`config.mk`:
```
export PLATFORM = sky130hd
export DESIGN_NAME = voice_xfade
export DESIGN_NICKNAME = d
export VERILOG_FILES = /design/src/rtl/voice_pkg.sv /design/src/rtl/voice_xfade_mac.sv /design/src/rtl/voice_xfade.sv
export SDC_FILE = /design/constraint.sdc
export NUM_CORES = 1
export LEC_CHECK = 0
export ABC_AREA = 1
export BUFFER_PORTS_ARGS = -buffer_cell sky130_fd_sc_hd__clkbuf_2
export CAP_MARGIN = 10
export CELL_PAD_IN_SITES_DETAIL_PLACEMENT = 1
export CELL_PAD_IN_SITES_GLOBAL_PLACEMENT = 1
export CORE_ASPECT_RATIO = 1.1
export CORE_UTILIZATION = 44
export DETAILED_ROUTE_END_ITERATION = 12
export PLACE_DENSITY = 0.84
export SYNTH_ARGS = -nofsm -noshare
export SYNTH_HDL_FRONTEND = slang
export SYNTH_SLANG_ARGS = --single-unit
export TNS_END_PERCENT = 5
```
`constraint.sdc`:
```
create_clock -name clk -period 6.8 [get_ports clk]
set_input_delay 0.34 -clock clk [delete_from_list [all_inputs] [get_ports clk]]
set_output_delay 0.34 -clock clk [all_outputs]
set_load 0.005 [all_outputs]
```
`src/rtl/voice_pkg.sv`:
```
// Shared types and constants for the voice crossfader.
package voice_pkg;

  localparam int SAMPLE_W          = 16;
  localparam int RAMP_LOG2_DEFAULT = 8;

  typedef enum logic [1:0] {
    DRY      = 2'd0,
    FADE_IN  = 2'd1,
    WET      = 2'd2,
    FADE_OUT = 2'd3
  } xfade_state_t;

  function automatic logic is_fading(input xfade_state_t s);
    return (s == FADE_IN) || (s == FADE_OUT);
  endfunction

endpackage

```
`src/rtl/voice_xfade_mac.sv`:
```
// Stage-2 datapath of the crossfader: wet*g + dry*(N-g), optional rounding
// bias, arithmetic shift by RAMP_LOG2, registered output and valid strobe.
// Optional feature macro: VOICE_XFADE_ROUND_EN (round half up instead of floor).
module voice_xfade_mac #(
  parameter int SAMPLE_W  = voice_pkg::SAMPLE_W,
  parameter int RAMP_LOG2 = voice_pkg::RAMP_LOG2_DEFAULT
) (
  input  logic                       clk,
  input  logic                       reset,
  input  logic                       in_valid,
  input  logic signed [SAMPLE_W-1:0] dry_in,
  input  logic signed [SAMPLE_W-1:0] wet_in,
  input  logic        [RAMP_LOG2:0]  g_in,
  output logic signed [SAMPLE_W-1:0] mix_out,
  output logic                       mix_valid
);

  localparam int GW = RAMP_LOG2 + 1;       // gain width, holds 0..N
  localparam int PW = SAMPLE_W + GW + 1;   // product/sum width with headroom
  localparam logic [GW-1:0] N_GAIN = {1'b1, {RAMP_LOG2{1'b0}}};

`ifdef VOICE_XFADE_ROUND_EN
  localparam logic signed [PW-1:0] BIAS =
    {{(PW-RAMP_LOG2){1'b0}}, 1'b1, {(RAMP_LOG2-1){1'b0}}};
`else
  localparam logic signed [PW-1:0] BIAS = '0;
`endif

  logic signed [GW:0]          g_s;
  logic signed [GW:0]          h_s;
  logic signed [PW-1:0]        wet_p;
  logic signed [PW-1:0]        dry_p;
  logic signed [PW-1:0]        acc;
  logic signed [SAMPLE_W-1:0]  mix_d, mix_q;
  logic                        valid_d, valid_q;

  // Weighted sum of the two samples; the weights always add to N, so the
  // shifted result is guaranteed to fit SAMPLE_W without saturation.
  always_comb begin
    // NOTE: every always_comb output is assigned on all paths (here up front)
    // so no latch is inferred.
    g_s     = $signed({1'b0, g_in});
    h_s     = $signed({1'b0, N_GAIN - g_in});
    wet_p   = PW'(wet_in) * PW'(g_s);
    dry_p   = PW'(dry_in) * PW'(h_s);
    acc     = wet_p + dry_p + BIAS;
    mix_d   = in_valid ? SAMPLE_W'(acc >>> RAMP_LOG2) : mix_q;
    valid_d = in_valid;
  end

  // Output register: mix holds between frames, valid is a single-cycle pulse.
  always_ff @(posedge clk or negedge reset) begin
    // NOTE: state is updated with non-blocking assignments so every flop
    // samples pre-edge values regardless of statement order.
    if (!reset) begin
      mix_q   <= '0;
      valid_q <= 1'b0;
    end else begin
      mix_q   <= mix_d;
      valid_q <= valid_d;
    end
  end

  assign mix_out   = mix_q;
  assign mix_valid = valid_q;

endmodule

```
`src/rtl/voice_xfade.sv`:
```
// Click-free dry/wet crossfader. A gain counter g ramps one step per audio
// frame toward 0 (dry) or N = 2^RAMP_LOG2 (wet); stage 1 captures the
// samples with the pre-update gain, stage 2 (voice_xfade_mac) mixes them.
// Optional feature macro: VOICE_XFADE_ROUND_EN (handled in voice_xfade_mac).
module voice_xfade #(
  parameter int SAMPLE_W  = voice_pkg::SAMPLE_W,
  parameter int RAMP_LOG2 = voice_pkg::RAMP_LOG2_DEFAULT
) (
  input  logic                       clk,
  input  logic                       reset,
  input  logic                       sample_ready,
  input  logic signed [SAMPLE_W-1:0] dry_in,
  input  logic signed [SAMPLE_W-1:0] wet_in,
  input  logic                       change_en,
  output logic signed [SAMPLE_W-1:0] mix_out,
  output logic                       mix_valid,
  output logic                       busy,
  output logic        [RAMP_LOG2:0]  gain
);

  import voice_pkg::*;

  localparam int GW = RAMP_LOG2 + 1;
  localparam logic [GW-1:0] N_GAIN = {1'b1, {RAMP_LOG2{1'b0}}};

  xfade_state_t               state_q, state_d;
  logic [GW-1:0]              g_q, g_d;
  logic [GW-1:0]              target;
  logic                       busy_q, busy_d;

  logic                       s1_valid_q, s1_valid_d;
  logic signed [SAMPLE_W-1:0] s1_dry_q, s1_dry_d;
  logic signed [SAMPLE_W-1:0] s1_wet_q, s1_wet_d;
  logic [GW-1:0]              s1_g_q, s1_g_d;

  // Next-state, gain step and stage-1 capture; everything moves only on a frame strobe.
  always_comb begin
    state_d    = state_q;
    g_d        = g_q;
    busy_d     = busy_q;
    s1_valid_d = sample_ready;
    s1_dry_d   = s1_dry_q;
    s1_wet_d   = s1_wet_q;
    s1_g_d     = s1_g_q;
    target     = change_en ? N_GAIN : '0;

    if (sample_ready) begin
      // The mix for this frame uses the gain before this frame's step.
      s1_dry_d = dry_in;
      s1_wet_d = wet_in;
      s1_g_d   = g_q;

      if (g_q < target) begin
        g_d     = g_q + GW'(1);
        state_d = FADE_IN;
      end else if (g_q > target) begin
        g_d     = g_q - GW'(1);
        state_d = FADE_OUT;
      end else begin
        state_d = change_en ? WET : DRY;
      end
      busy_d = is_fading(state_d);
    end
  end

  // FSM state, gain counter and busy flag.
  always_ff @(posedge clk or negedge reset) begin
    if (!reset) begin
      state_q <= DRY;
      g_q     <= '0;
      busy_q  <= 1'b0;
    end else begin
      state_q <= state_d;
      g_q     <= g_d;
      busy_q  <= busy_d;
    end
  end

  // Stage-1 pipeline registers; clearing valid here drops any in-flight frame on reset.
  always_ff @(posedge clk or negedge reset) begin
    if (!reset) begin
      s1_valid_q <= 1'b0;
      s1_dry_q   <= '0;
      s1_wet_q   <= '0;
      s1_g_q     <= '0;
    end else begin
      s1_valid_q <= s1_valid_d;
      s1_dry_q   <= s1_dry_d;
      s1_wet_q   <= s1_wet_d;
      s1_g_q     <= s1_g_d;
    end
  end

  voice_xfade_mac #(
    .SAMPLE_W (SAMPLE_W),
    .RAMP_LOG2(RAMP_LOG2)
  ) u_mac (
    .clk      (clk),
    .reset    (reset),
    .in_valid (s1_valid_q),
    .dry_in   (s1_dry_q),
    .wet_in   (s1_wet_q),
    .g_in     (s1_g_q),
    .mix_out  (mix_out),
    .mix_valid(mix_valid)
  );

  assign busy = busy_q;
  assign gain = g_q;

endmodule

```
After elaboration in Yosys (flattened, before gate mapping):

Cells that the tools add are included.

* bits in registers: 69
* bits of input ports: 36
* logic and storage cells: 28

* add/subtract/negate cells: 4
* $mul: 2
* magnitude comparators: 2
* equal/unequal tests: 2
* multiplexer cells: 7
* reductions and logical operators: 3

Operators with widths (number)
* $mul A16 B10 Y24: 2
* $mux W9: 3
* $add A24 B24 Y24: 1
* $add A9 B1 Y9 const B: 1
* $gt A9 B9 Y1: 1
* $lt A9 B9 Y1: 1
* $sub A9 B1 Y9 const B: 1
* $sub A9 B9 Y9 const A: 1
* $mux W2: 4
* $eq A2 B1 Y1 const B: 1
* $eq A2 B2 Y1 const B: 1
* $reduce_and A2 Y1: 1
* $reduce_bool A2 Y1: 1
* $logic_or A1 B1 Y1: 1

Longest topological paths before layout:

Gate-level depths: netlist of the first run.

* word-level depth: 7
* depth in mapped cells: 39
* gate-level depth less buffers: 36

Hierarchy:

A second synthesis of the first run with hierarchy kept.

* cells, all modules: 1759
* area, all modules: 13780.7 µm²

Modules (own cells, without submodules)
* voice_xfade_mac: times used 1, cells an instance 1458, area an instance 11347.1 µm², seq. area each 425.4 µm²
* voice_xfade: times used 1, cells an instance 301, area an instance 2433.6 µm², seq. area each 1301.2 µm²

Worst setup path after synthesis of the first run:

OpenSTA, ideal clock, no wires.

* kind: register to register
* from: register s1_g_q[0]
* to: register u_mac.mix_q[10], in the netlist u_mac.mix_out[10]
* setup time: 0.117 ns
* data arrival time: 6.546 ns
* data required time: 6.683 ns
* setup slack: 0.137 ns
* stages on the path, launching flop included: 30
* path buffers: 3
* clock period less this slack: 6.663 ns
* cells stage by stage: dfrtp_1 buf_6 clkbuf_1 inv_1 ha_1 nand3_2 inv_1 nand2_1 nand2_1 inv_1 clkbuf_1 nand2_1 fa_1 inv_1 fa_1 fa_1 fa_1 fa_1 fa_1 inv_1 fa_1 inv_1 ha_1 a21oi_1 o21ai_0 a21oi_1 o211ai_1 or2_2 nand3_1 nand2_1

* longest elaborated chain between the ends: 3
* elaborated cells between the ends (all ways): 4

Ends and longest elaborated chain
* from (decl): RTL line voice_xfade.sv:34 `logic [GW-1:0] s1_g_q, s1_g_d;`
* from (signal assigned): RTL line voice_xfade.sv:90 `s1_g_q <= s1_g_d;`
* $sub A9 B9 Y9: RTL line voice_xfade_mac.sv:43 `h_s = $signed({1'b0, N_GAIN - g_in});`
* $mul A16 B10 Y24: RTL line voice_xfade_mac.sv:45 `dry_p = PW'(dry_in) * PW'(h_s);`
* $add A24 B24 Y24 *: RTL line voice_xfade_mac.sv:46 `acc = wet_p + dry_p + BIAS;`
* to (signal assigned): RTL line voice_xfade_mac.sv:59 `mix_q <= mix_d;`
* to (decl): RTL line voice_xfade_mac.sv:34 `logic signed [SAMPLE_W-1:0] mix_d, mix_q;`

Mark *: on every way between the ends. The rest lies on a longest branch, timed or not.
A chain may end at the register's enable or synchronous reset.

Worst setup path after layout of the first run:

* from: register s1_g_q[1]
* to: register u_mac.mix_q[15], in the netlist u_mac.mix_out[15]

The elaborated chain is that of the path after synthesis.

==> impl_metrics.json, run 1 <==
{
  "final_cell_area_um2": 15200,
  "tightest_slew_ns": 0.963,
  "drt_wl_total_um": 43500,
  "required_ns": 7.05,
  "vias": 11100,
  "syn_nets": 2029,
  "setup_viol": 2,
  "critical_path.max_stage_delay_ns": 0.58,
  "grt_first_pass_wirelength_um": 63100,
  "fp.dieArea_um2": 31200,
  "netlist.area_leader.share_pct": 40.6,
  "routed_via_density": 5.28,
  "detail_route.iter0.violations": 551,
  "rr_worst_depth": 28,
  "coreArea_um2": 29800,
  "clkSlewWorstSetupHoldPaths_ns": 0.07,
  "htreeDepth": 3,
  "cp_max_fo": 6,
  "clockBufferDepth": 2,
  "initial_core_util_pct": 45.0,
  "critPathKind": "flop to flop",
  "violations": "setup timing",
  "cp-end-kind": "flop",
  "dpl_cell_area_um2": 14200,
  "final_cell_mix": "413 x inv_1, 393 x nand2_1, 261 x fa_1",
  "hold_violations": 0,
  "cts_buffers": 9,
  "rsz0062_at_grt": "yes",
  "status": "complete, but fails checks",
  "clock_skew_ns": 0.0120,
  "synth_area_um2": 13400,
  "hold_buffers": 0,
  "synth_top_area_cell": "fa_1",
  "reg2reg_slack_ns": -0.12,
  "fin_crit_sh_pct": 102,
  "worstSetupStartpointType": "flop",
  "clk_latency_ns": 0.37,
  "drc": 0,
  "num_io_pins": 63,
  "ys_async_sr_fraction_pct": 100,
  "routabilityCongestion": 0.900,
  "r2r_end": "u_mac.mix_out[15]",
  "wl_per_cell_um": 20.7,
  "yosysWarningCount": 0,
  "syn2layout_area_growth_pct": 13.2,
  "maxCapViolCount": 0,
  "cp-endpoint": "u_mac.mix_out[15]",
  "place_ws_ns": -0.184,
  "std_cell_rows": 66,
  "crit_start": "s1_g_q[1]",
  "fin_util_pct": 50.9,
  "cts_tree": "yes",
  "grt_start_max_net_pins": 70,
  "die_y_um": 185,
  "diodes": 0,
  "cts_root_buffer": "clkbuf_16",
  "hold_class": "input port to asynchronous set/reset pin",
  "ant_nets": 0,
  "firstDrtPassIters": 5,
  "antenna_found_initial": 0,
  "grt-ovfl-total": 0,
  "ys_seq_elements": 69,
  "ys_seq_area_share_pct": 12.9,
  "slew_viol_final": 0,
  "portBuffers": 62,
  "reg2reg_from": "s1_g_q[1]",
  "drive_above_1_share_pct": 15.0,
  "synth-main-ff-cell": "dfrtp_1",
  "dieWidth_um": 168,
  "gr-usage-all-layers_pct": 26.9,
  "hpwlAfterDp_um": 32600,
  "path_common_cell": "fa_1",
  "setup_ws_ns": -0.119,
  "synth_cell_types": 40,
  "cts_sinks": 69,
  "fmax_mhz": 145,
  "min_period_ns": 6.92,
  "nNetsFinal": 2091,
  "final_common_cell": "inv_1",
  "synth.area.top_cells": "fa_1 41%, dfrtp_1 13%, inv_1 12%",
  "relSlewSlack_pct": 35.8,
  "grt_pass1_vias": 12300,
  "synth_area_per_cell_um2": 8.26,
  "cp_slowest_cell": "fa_1",
  "synth_edf_count": 0,
  "cp.arrival_ns": 7.16,
  "netlist_instances": 1623
}
## worst max-delay path: cells and delay by family (launching register included)
family                     cells  cell delay (ns)
adders and majority gates      8             3.71
buffers and inverters          8             0.90
AOI/OAI and AO/OA              4             0.89
and+or+nand+nor                8             0.83
DFF                            1             0.44
## area by class of cell
cell class                      instances  area (um^2)
Tap cell                              408          510
Fill cell                            3530        14600
Sequential cell                        69         1730
Inverter                              432         1640
Timing Repair Buffer                  114          793
Clock buffer                           10          229
Multi-Input combinational cell       1059        10200
Clock inverter                          6         70.1
## layer usage
layer | global-route usage, % | part of all wire (%) | up-vias
met5 | 0 | 0 | -
met1 | 29.9 | 36 | 5708
met2 | 49.8 | 53 | 387
met4 | 12.8 | 5.9 | 0
li1 | - | - | 4819
met3 | 4.53 | 4.9 | 157
## kinds of logic after synthesis
kind of cell    count (synthesis)  share of synthesized area, %
flops                          69                          12.9
compound gates                 97                          3.96
mux                            16                          1.34
simple gates                  559                          16.6
buf+inv                       495                          14.3
xor+xnor                       17                          1.11
fa+ha+maj                     370                          49.7
## stage by stage
step                      instances  setup TNS [ns]  hold WS [ns]
after detailed placement       2069          -0.835         0.466
after global routing           2098           -1.25         0.200
after floorplan                1623               0        0.0444
after CTS                      2087         -0.0193         0.163
final                          2098          -0.175         0.108
after global placement         2069               0         0.462
## sequential cells by signal, indices dropped and copies added, names as in the netlist
| register | flops |
|---|---|
| busy | 1 |
| gain | 9 |
| s1_dry_q | 16 |
| s1_g_q | 9 |
| s1_valid_q | 1 |
| s1_wet_q | 16 |
| u_mac.mix_out | 16 |
| u_mac.mix_valid | 1 |
## cells in the mapped netlist (all sizes together), types with 7 or more instances
master	count
inv	432
nand2	415
clkbuf	45
ha	98
mux2	16
nor3	7
nand4	7
buf	18
xnor2	13
nor2	81
a21oi	31
fa	272
nand3	40
dfrtp	69
o21ai	49
## how the worst min path moves through the flow
stage,startpoint,to,slack (ns),depth (start not counted)
floorplan,reset,busy,0.04,0
global placement,u_mac.mix_out[8],u_mac.mix_out[8],0.46,2
detailed placement,u_mac.mix_out[9],u_mac.mix_out[9],0.47,2
CTS,reset,s1_valid_q,0.16,1
global route,dry_in[10],s1_dry_q[10],0.20,3
finish,reset,u_mac.mix_valid,0.11,1
## repair_timing
action / CTS / global route
endpoints found under the setup margin: 7 / 10
buffers inserted: 2 / 13
pin swaps: 1 / 52
gates resized for setup: 16 / 110
Power of run 1 is not shown: default switching activity piles up to over one toggle a cycle in this logic, so the estimate is an artifact.
==> run 2: changes to the inputs <==
Settings changed: CORE_UTILIZATION 44 to 49, PLACE_DENSITY 0.84 to 0.88.
Clock period 6.8 ns to 7.7 ns, I/O delays scaled along.
==> run 2 against run 1 <==
- the flow now finishes without violations
- clock skew decreased by 0.0048 ns
- first-iteration DRC count grew 32%
- clock-buffer cell count decreased by 1
- design area shrank 5.9%
- worst setup slack improved by 0.48 ns
- maximum frequency shrank 5.7%
- routed wire length up 0.40%
- register-to-register slack better by 0.48 ns
- critical path type unchanged
- largest cell class unchanged
==> impl_metrics.json, run 2 (synthesized netlist as in run 1, its figures left out) <==
{
  "clock_skew_ns": 0.00722,
  "crit_buf_inv": 6,
  "cp-end-kind": "flop",
  "cp-endpoint": "u_mac.mix_out[11]",
  "rsz0062_at_grt": "no",
  "status": "completed",
  "final_cell_mix": "427 x inv_1, 414 x nand2_1, 272 x fa_1",
  "firstDrtPassIters": 5,
  "reg2reg_slack_ns": 0.36,
  "num_io_pins": 63,
  "cts_buffers": 9,
  "cp.arrival_ns": 7.55,
  "htreeDepth": 3,
  "cts_sinks": 69,
  "std_cell_rows": 63,
  "ant_nets": 0,
  "critPathTopFamily": "adder cells",
  "fin_crit_sh_pct": 95.3,
  "drt_wl_total_um": 43600,
  "cts_setup_buffers": 0,
  "min_period_ns": 7.34,
  "detail_route.iter0.violations": 725,
  "antenna_found_initial": 1,
  "vias": 11000,
  "cp.depth": 27,
  "diodes": 0,
  "hold_buffers": 0,
  "clkSlewWorstSetupHoldPaths_ns": 0.07,
  "fp.dieArea_um2": 28000,
  "r2r_end": "u_mac.mix_out[11]",
  "drc": 0,
  "relSlewSlack_pct": 35.0,
  "routed_via_density": 5.46,
  "worstSetupStartpointType": "flop",
  "critical_path.max_stage_delay_ns": 0.55,
  "portBuffers": 62,
  "grt-ovfl-total": 0,
  "grt_pass1_vias": 12900,
  "setup_tns_ns": 0,
  "clockBufferDepth": 2,
  "fmax_mhz": 136,
  "final_common_cell": "inv_1",
  "required_ns": 7.92,
  "grt_first_pass_wirelength_um": 68900,
  "maxCapViolCount": 0,
  "wl_per_cell_um": 21.7,
  "clk_latency_ns": 0.36,
  "syn2layout_area_growth_pct": 6.51,
  "cp_max_fo": 12,
  "hpwlAfterDp_um": 35300,
  "cp_slowest_cell": "fa_1",
  "gr-usage-all-layers_pct": 32.9,
  "initial_core_util_pct": 49.7,
  "hold_violations": 0,
  "path_common_cell": "fa_1",
  "coreArea_um2": 27000,
  "rr_worst_depth": 27,
  "slew_viol_final": 0,
  "grt_start_max_net_pins": 70,
  "cts_root_buffer": "clkbuf_16",
  "critPathKind": "flop to flop",
  "die_y_um": 176,
  "drive_above_1_share_pct": 7.51,
  "reg2reg_from": "s1_g_q[0]",
  "nNetsFinal": 2053,
  "hold_class": "input port to asynchronous set/reset pin",
  "tightest_slew_ns": 0.975,
  "setup_viol": 0,
  "routabilityCongestion": 0.886,
  "crit_start": "s1_g_q[0]",
  "cts_tree": "yes",
  "fillers": 3311,
  "dieWidth_um": 160
}
-- run 2: cell types whose count changed in the layout (fill, tap and decap cells not counted), sizes merged --
cell      delta
buf         -38
clkbuf       -1
clkinv       -2
clkinvlp     -1
inv          +4
-- run 2: area by class of cell --
class | count | area [um^2] | share of cell area (%)
Inverter | 432 | 1630 | 11.4
Tap cell | 357 | 447 | 3.13
Clock inverter | 7 | 80.1 | 0.561
Timing Repair Buffer | 76 | 418 | 2.93
Clock buffer | 9 | 225 | 1.58
Multi-Input combinational cell | 1059 | 9760 | 68.3
Sequential cell | 69 | 1730 | 12.1
-- run 2: stage by stage --
stage	area [um^2]	instances	setup slack [ns]	util (%)	hold WS [ns]
6_report	14300	2009	0.365	53.0	0.173
5_1_grt	14300	2009	0.0131	53.0	0.244
3_5_place_dp	14000	1993	0.390	51.8	0.469
2_1_floorplan	13400	1623	1.04	-	0.0894
3_3_place_gp	14000	1993	0.636	51.8	0.463
4_1_cts	14300	2009	0.341	53.0	0.214
-- run 2: what timing repair did --
action,CTS,global route
endpoints found under the setup margin,0,2
gates resized for setup,0,1
endpoints found under the hold margin,0,0
-- run 2: how the worst min path moves through the flow --
| stage | end | slack [ns] |
|---|---|---|
| final | u_mac.mix_out[0] | 0.17 |
| after global routing | s1_dry_q[8] | 0.24 |
| after CTS | u_mac.mix_out[0] | 0.21 |
| after detailed placement | u_mac.mix_out[15] | 0.47 |
| after global placement | u_mac.mix_out[6] | 0.46 |
| after floorplan | busy | 0.09 |
-- run 2: layer usage --
layer / part of all wire, % / track usage, % / wire, um / up-vias
met5: 0.030 / 0 / 13 / -
met2: 52 / 60.7 / 22800 / 432
met1: 35 / 34.5 / 15400 / 5591
met3: 5.0 / 4.79 / 2180 / 209
met4: 7.3 / 23.0 / 3190 / 2
li1: - / - / - / 4739
Power of run 2 is left out for the same reason.
==> run 3: changes to the inputs <==
Settings changed: CORE_UTILIZATION 49 to 50, CTS_CLUSTER_SIZE from default to 10, PLACE_DENSITY 0.88 to 0.89.
Clock period 7.7 ns to 8.7 ns, I/O delays scaled along.
==> run 3 against run 2 <==
- first-iteration DRC count decreased by 17%
- register-to-register slack improved by 0.42 ns
- utilization increased by 1.1 points
- worst setup slack improved by 0.42 ns
==> impl_metrics.json, run 3 (synthesized netlist as in run 1, its figures left out) <==
{
  "status": "completed",
  "fp.dieArea_um2": 27500,
  "firstDrtPassIters": 5,
  "rsz0062_at_grt": "no",
  "die_y_um": 174,
  "cts_buffers": 9,
  "drc": 0,
  "cp_slowest_cell": "dfrtp_1",
  "syn2layout_area_growth_pct": 5.82,
  "fmax_mhz": 126,
  "relSlewSlack_pct": 36.5,
  "portBuffers": 62,
  "drive_above_1_share_pct": 6.83,
  "hpwlAfterDp_um": 35100,
  "cts_resized": 0,
  "dieWidth_um": 158,
  "cts_tree": "yes",
  "clkSlewWorstSetupHoldPaths_ns": 0.07,
  "drt_wl_total_um": 41900,
  "std_cell_rows": 62,
  "min_period_ns": 7.92,
  "cp-end-kind": "flop",
  "coreArea_um2": 26200,
  "path_common_cell": "fa_1",
  "rr_worst_depth": 27,
  "maxCapViolCount": 0,
  "cts_setup_buffers": 0,
  "grt_pass1_vias": 12800,
  "htreeDepth": 3,
  "cts_root_buffer": "clkbuf_16",
  "critical_path.max_stage_delay_ns": 0.64,
  "setup_viol": 0,
  "final_cell_mix": "428 x inv_1, 414 x nand2_1, 272 x fa_1",
  "nNetsFinal": 2042,
  "hold_class": "input port to asynchronous set/reset pin",
  "hold_buffers": 0,
  "clockBufferDepth": 2,
  "cp.arrival_ns": 8.18,
  "worstSetupStartpointType": "flop",
  "grt_first_pass_wirelength_um": 67200,
  "cp_max_fo": 18,
  "grt_start_max_net_pins": 70,
  "vias": 10800,
  "wl_per_cell_um": 21.0,
  "critPathKind": "flop to flop",
  "grt-ovfl-total": 0,
  "antenna_found_initial": 0,
  "clk_latency_ns": 0.37,
  "cts_sinks": 69,
  "detail_route.iter0.violations": 601,
  "diodes": 0,
  "routabilityCongestion": 0.919,
  "num_io_pins": 63,
  "fin_crit_sh_pct": 91.0,
  "ant_nets": 0,
  "setup_tns_ns": 0,
  "slew_viol_final": 0,
  "initial_core_util_pct": 51.2,
  "tightest_slew_ns": 0.952,
  "hold_violations": 0,
  "final_common_cell": "inv_1",
  "gr-usage-all-layers_pct": 33.0,
  "clock_skew_ns": 0.00857,
  "required_ns": 8.96,
  "routed_via_density": 5.42
}
==> run 3: routing by layer <==
metal	global-route usage [%]	vias to the layer above	part of all wire [%]
met2	59.1	411	52
met4	22.6	0	7.8
met1	35.3	5490	35
met3	4.98	184	4.9
met5	0	-	0
li1	-	4716	-
==> run 3: critical path, delay by kind of cell (launching register included) <==
family          cells  cell delay [ns]
buf+inv             6             0.87
compound gates      5             1.07
fa+ha+maj           9             4.20
flops               1             0.64
simple gates        7             1.02
==> run 3: worst paths after layout <==
check / startpoint / slack, ns / end
max: s1_g_q[1] / 0.78 / u_mac.mix_out[10]
min reg2reg: u_mac.mix_out[6] / 0.48 / u_mac.mix_out[6]
max in group asynchronous: reset / 7.86 / s1_wet_q[11]
min in group clk: dry_in[10] / 0.28 / s1_dry_q[10]
max reg2reg: s1_g_q[1] / 0.78 / u_mac.mix_out[10]
min: reset / 0.22 / u_mac.mix_out[5]
==> run 3: through the flow <==
step                      instance area (um^2)  hold WS [ns]  std cells  worst slack (ns)  utilization (%)
after CTS                                14200         0.252       1993             0.869             54.1
after global routing                     14200         0.304       1993             0.379             54.1
after global placement                   13900         0.462       1977              1.24             53.0
final                                    14200         0.218       1993             0.780             54.1
after floorplan                          13400         0.139       1623              2.04                -
after detailed placement                 13900         0.466       1977             0.851             53.0
==> run 3: area by class of cell <==
class                      count  area, um^2
inverter                     432        1620
timing repair buffer          65         335
sequential                    69        1730
tap                          352         440
clock buffer                   9         225
clock inverter                 7        80.1
fill                        3235       12000
multi-input combinational   1059        9760
Power of run 3 is left out for the same reason.
